$ cat config.mk
export PLATFORM = sky130hd
export DESIGN_NAME = phys_reg_alloc_ctrl
export DESIGN_NICKNAME = d
export VERILOG_FILES = /design/src/rtl/core_types_pkg.sv /design/src/rtl/phys_reg_alloc_ctrl.sv
export SDC_FILE = /design/constraint.sdc
export NUM_CORES = 1
export LEC_CHECK = 0
export ABC_AREA = 1
export CORE_MARGIN = 3
export CORE_UTILIZATION = 27
export DETAILED_ROUTE_END_ITERATION = 10
export PLACE_DENSITY = 0.76
export SLEW_MARGIN = 20
export SYNTH_ARGS = -nofsm -noshare
export SYNTH_HDL_FRONTEND = slang
export SYNTH_SLANG_ARGS = --single-unit
export TNS_END_PERCENT = 30
$ cat constraint.sdc
create_clock -name CLK -period 1.2 [get_ports CLK]
set_input_delay 0.24 -clock CLK [delete_from_list [all_inputs] [get_ports CLK]]
set_output_delay 0.24 -clock CLK [all_outputs]
set_load 0.02 [all_outputs]
$ cat src/rtl/core_types_pkg.sv
// Shared core type definitions: physical register tags, ROB indices,
// checkpoint columns and the physical-register allocation controller states.
package core_types_pkg;

    localparam int PHYS_REG_TAG_W   = 7;
    localparam int ROB_INDEX_W      = 6;
    localparam int CHECKPOINT_COL_W = 3;
    localparam int WALK_COUNT_W     = 16;

    typedef logic [PHYS_REG_TAG_W-1:0]   phys_reg_tag_t;
    typedef logic [ROB_INDEX_W-1:0]      ROB_index_t;
    typedef logic [CHECKPOINT_COL_W-1:0] checkpoint_column_t;

    // RUN: normal renaming; RESTORE: one-cycle checkpoint restore attempt;
    // WALK: ROB walk-back returning speculative tags to the free list.
    typedef enum logic [1:0] {
        RUN     = 2'd0,
        RESTORE = 2'd1,
        WALK    = 2'd2
    } alloc_ctrl_state_t;

endpackage

$ cat src/rtl/phys_reg_alloc_ctrl.sv
// Physical register allocation controller. Sits beside the free list and
// arbitrates its single dequeue/enqueue ports between rename, commit-free
// and squash recovery (checkpoint restore, falling back to a ROB walk).
module phys_reg_alloc_ctrl
    import core_types_pkg::*;
(
    input  logic               CLK,
    input  logic               nRST,

    input  logic               rename_req_valid,
    output logic               rename_req_ready,
    output phys_reg_tag_t      rename_phys_reg_tag,

    input  logic               commit_free_valid,
    input  phys_reg_tag_t      commit_free_tag,
    output logic               commit_free_ready,

    input  logic               squash_valid,
    input  logic               squash_speculate_failed,
    input  ROB_index_t         squash_ROB_index,
    input  checkpoint_column_t squash_safe_column,
    output logic               squash_done,
    output logic               squash_busy,

    input  logic               walk_valid,
    input  phys_reg_tag_t      walk_tag,
    input  logic               walk_last,
    output logic               walk_ready,

    output logic               fl_dequeue_valid,
    input  phys_reg_tag_t      fl_dequeue_phys_reg_tag,
    output logic               fl_enqueue_valid,
    output phys_reg_tag_t      fl_enqueue_phys_reg_tag,
    input  logic               fl_empty,
    input  logic               fl_full,
    output logic               fl_restore_checkpoint_valid,
    output logic               fl_restore_checkpoint_speculate_failed,
    output ROB_index_t         fl_restore_checkpoint_ROB_index,
    output checkpoint_column_t fl_restore_checkpoint_safe_column,
    input  logic               fl_restore_checkpoint_success
);

    alloc_ctrl_state_t          state;
    ROB_index_t                 squash_rob_q;
    checkpoint_column_t         squash_col_q;
    logic                       squash_sf_q;
    logic [WALK_COUNT_W-1:0]    walk_count;

    // Recovery FSM: latch the squash, try the checkpoint restore, walk if it fails.
    always_ff @(posedge CLK) begin
        // NOTE: state is updated with non-blocking assignments so every register
        // samples pre-edge values regardless of statement order.
        if (!nRST) begin
            state        <= RUN;
            squash_rob_q <= '0;
            squash_col_q <= '0;
            squash_sf_q  <= 1'b0;
            squash_done  <= 1'b0;
            walk_count   <= '0;
        end else begin
            squash_done <= 1'b0;
            unique case (state)
                RUN: begin
                    if (squash_valid) begin
                        squash_rob_q <= squash_ROB_index;
                        squash_col_q <= squash_safe_column;
                        squash_sf_q  <= squash_speculate_failed;
                        state        <= RESTORE;
                    end
                end
                RESTORE: begin
                    if (fl_restore_checkpoint_success) begin
                        state       <= RUN;
                        squash_done <= 1'b1;
                    end else begin
                        state      <= WALK;
                        walk_count <= '0;
                    end
                end
                WALK: begin
                    if (walk_valid) begin
                        // Saturate so a runaway walk cannot wrap the debug count.
                        if (walk_count != '1) begin
                            walk_count <= walk_count + 1'b1;
                        end
                        if (walk_last) begin
                            state       <= RUN;
                            squash_done <= 1'b1;
                        end
                    end
                end
                default: state <= RUN;
            endcase
        end
    end

    // Handshakes and free-list port steering, all decoded from the current state.
    always_comb begin
        // NOTE: every output gets a default first so no path can infer a latch.
        rename_req_ready        = 1'b0;
        commit_free_ready       = 1'b0;
        walk_ready              = 1'b0;
        fl_enqueue_valid        = 1'b0;
        fl_enqueue_phys_reg_tag = commit_free_tag;

        // Squash takes priority over a same-cycle rename, so no dequeue then.
        if (state == RUN) begin
            rename_req_ready = ~fl_empty & ~squash_valid;
        end

        if (state == WALK) begin
            walk_ready              = 1'b1;
            fl_enqueue_valid        = walk_valid;
            fl_enqueue_phys_reg_tag = walk_tag;
        end else begin
            commit_free_ready       = ~fl_full;
            fl_enqueue_valid        = commit_free_valid & ~fl_full;
            fl_enqueue_phys_reg_tag = commit_free_tag;
        end
    end

    assign fl_dequeue_valid    = rename_req_valid & rename_req_ready;
    assign rename_phys_reg_tag = fl_dequeue_phys_reg_tag;
    assign squash_busy         = (state != RUN);

    assign fl_restore_checkpoint_valid            = (state == RESTORE);
    assign fl_restore_checkpoint_speculate_failed = squash_sf_q;
    assign fl_restore_checkpoint_ROB_index        = squash_rob_q;
    assign fl_restore_checkpoint_safe_column      = squash_col_q;

    // A squash while recovery is already in flight is dropped; flag it.
    a_squash_only_in_run: assert property (
        @(posedge CLK) disable iff (!nRST) squash_valid |-> (state == RUN)
    );

endmodule

==> impl_metrics.py <==
metrics = {
    "outcome": {
        "outcome": "finished with violations",
        "violations": "setup timing",
    },
    "timing": {
        "fin_crit_sh_pct": 129.8,
        "maxSlewViolCount": 0,
        "setup_ws_ns": -0.3575,
        "min_period_ns": 1.558,
        "slew_headroom_pct": 85.02,
        "hold_viol_final": 0,
        "max_freq_mhz": 642.0,
        "rsz0062_at_grt": "true",
        "setup_tns_ns": -4.336,
        "worst_clock_skew_ns": 0.005244,
        "setup_viol": 16,
        "tightest_slew_ns": 0.2240,
    },
    "worst_setup_path": {
        "crit_arrival_ns": 1.32,
        "critPathKind": "flip-flop to output port",
        "cp_slowest_stage_delay_ns": 0.34,
        "cp-start-kind": "flip-flop",
        "crit_fanout": 7,
        "slowest_stage": "dfxtp_2",
        "crit_buf_inv": 3,
        "startpoint": "state[0]",
        "r2r-end": "state[0]",
        "critical_path_required_ns": 0.96,
        "crit_family": "buffers and inverters",
        "worstPathCellList": "inv_4, ha_4, buf_6, nand2_2, nand2_2, buf_6",
        "endpoint_kind": "output port",
        "rr_startpoint": "state[0]",
        "r2r_setup_slack_ns": -0.22,
        "r2r_cells": 9,
    },
    "floorplanning": {
        "core_um2": 2613,
        "io_pins": 73,
        "die_area_um2": 3583,
        "rows": 18,
        "die_height_um": 59.86,
        "die_w_um": 59.86,
        "initial_core_util_pct": 29.98,
    },
    "yosys": {
        "ys_seq_elements": 13,
        "syn_area_per_cell_um2": 7.056,
        "yosysWarnings": 0,
        "ys_types": 20,
        "syn_nets": 157,
        "postSynthCellCount": 111,
        "syn-cell-area_um2": 783.3,
        "yosysSeqAreaShare_pct": 33.23,
    },
    "drt": {
        "drc_errors": 0,
        "routed_via_density": 4.568,
        "ant_nets": 0,
        "routed_wirelength_um": 2594,
        "initialDrtViolationCount": 15,
        "num_vias": 973,
        "firstDrtPassIters": 4,
        "wl_per_cell_um": 12.18,
    },
    "power_and_ir_drop": {
        "ir_drop_mv": 1.339,
        "power_w": 0.003217,
        "p_leak_nw": 0.7786,
        "powerDensity_nw_per_um2": 1988,
    },
    "finish": {
        "fin_cells": 213,
        "layout.nets": 230,
        "mostFrequentLayoutCells": "33 x clkdlybuf4s50_1, 25 x nor2_1, 18 x nand2_1, 16 x buf_4, 14 x buf_6",
        "num_antenna_cells": 0,
        "fin_area_um2": 1618,
        "area_delta_synth_final_pct": 106.5,
        "final_common_cell": "clkdlybuf4s50_1",
        "drive_gt1_share_pct": 42.62,
        "final_util_pct": 61.93,
        "fill_cells": 224,
    },
    "placed_design": {
        "io_buffers": 58,
        "place_hpwl_um": 2055,
        "place_inst": 201,
        "place_area_um2": 1495,
        "gp_congestion": 0.6891,
    },
    "global_routing": {
        "grt_pass1_vias": 937,
        "grt_pass1_wl_um": 3891,
        "gr-total-overflow": 0,
        "grt_max_degree": 14,
        "antenna_found_initial": 0,
        "grtUsageTotal_pct": 14.32,
    },
    "min_path": {
        "hold_class": "input pin to output port",
        "min_from": "fl_dequeue_phys_reg_tag[3]",
        "hold_depth": 0,
        "hold_end": "rename_phys_reg_tag[3]",
    },
    "clock_tree": {
        "cts_tree": "built",
        "clock-sinks": 13,
        "clk_path_buf_depth": 2,
        "path_clk_slew_ns": 0.07,
        "h-tree-depth": 1,
        "root_buffer": "clkbuf_4",
        "cts_buffers": 3,
        "clkLatencyLatePin_ns": 0.28,
    },
    "run": {
        "maxCapViolCount": 0,
    },
}
==> per-stage QoR <==
stage          hold slack [ns]  setup WS, ns
3_5_place_dp            0.4787       -0.6685
4_1_cts                 0.4801       -0.3491
5_1_grt                 0.4801       -0.4078
3_3_place_gp            0.4617       -0.6465
2_1_floorplan           0.3485      -0.03975
6_report                0.4800       -0.3575
==> sequential cells by signal, summed over array words and instances (netlist names) <==
signal                                  count
squash_done                                 1
state                                       2
fl_restore_checkpoint_safe_column           3
fl_restore_checkpoint_speculate_failed      1
fl_restore_checkpoint_ROB_index             6
==> timing repair <==
item	in CTS	in global routing
hold buffers	0	0
cloned	1	0
resized for setup	115	25
pin swaps	10	3
setup endpoints to repair	36	33
endpoints found under the hold margin	0	0
setup buffers	5	2
==> where the power goes <==
part | internal (W) | total, W | switching (W)
Clock | 0.000129 | 0.000269 | 0.000140
Sequential | 0.000572 | 0.000659 | 0.0000870
Combinational | 0.00110 | 0.00229 | 0.00119
Total | 0.00180 | 0.00322 | 0.00141
==> how the worst max path moves through the flow <==
stage | endpoint | cells after the start
final | fl_enqueue_phys_reg_tag[5] | 6
after global routing | fl_enqueue_valid | 6
after CTS | fl_enqueue_valid | 6
after detailed placement | fl_dequeue_valid | 5
after global placement | fl_dequeue_valid | 5
after floorplan | fl_enqueue_valid | 6
==> layout make-up <==
cell class              count  area [µm²]  share of cell area (%)
clock buffers               4       26.28                   1.624
inverters                   9       51.30                   3.171
multi-input cells          79       518.0                   32.02
flip-flops and latches     13       265.3                   16.40
well taps                  30       37.54                   2.320
repair buffers             77       713.2                   44.08
repair inverters            1       6.256                  0.3867
==> logic make-up (layout without fill, tap and decap cells) <==
group	after synthesis	after routing	synth area share, %
simple gates	62	62	34.19
buf+inv	19	91	15.97
flops	13	13	33.23
compound gates	12	12	8.626
fa+ha+maj	5	5	7.987
==> cells in the mapped netlist (all sizes together) <==
| cell | number | area share (%) |
|---|---|---|
| nand3 | 2 | 2.9 |
| ha | 5 | 8.0 |
| o21ai | 11 | 8.0 |
| buf | 10 | 12 |
| nor3b | 1 | 0.96 |
| dfxtp | 13 | 33 |
| clkinv | 1 | 0.64 |
| a21oi | 1 | 0.64 |
| nor2 | 27 | 13 |
| inv | 8 | 3.8 |
| nand3b | 1 | 0.96 |
| nand2 | 31 | 16 |
==> routing by layer <==
layer,vias to the layer above,routed length [µm],track usage (%)
li1,481,-,-
met1,429,812,12.44
met2,58,1335,27.78
met3,5,389,6.263
met4,0,56,6.013
met5,-,0,0
Power figures use the tool's default switching activity.
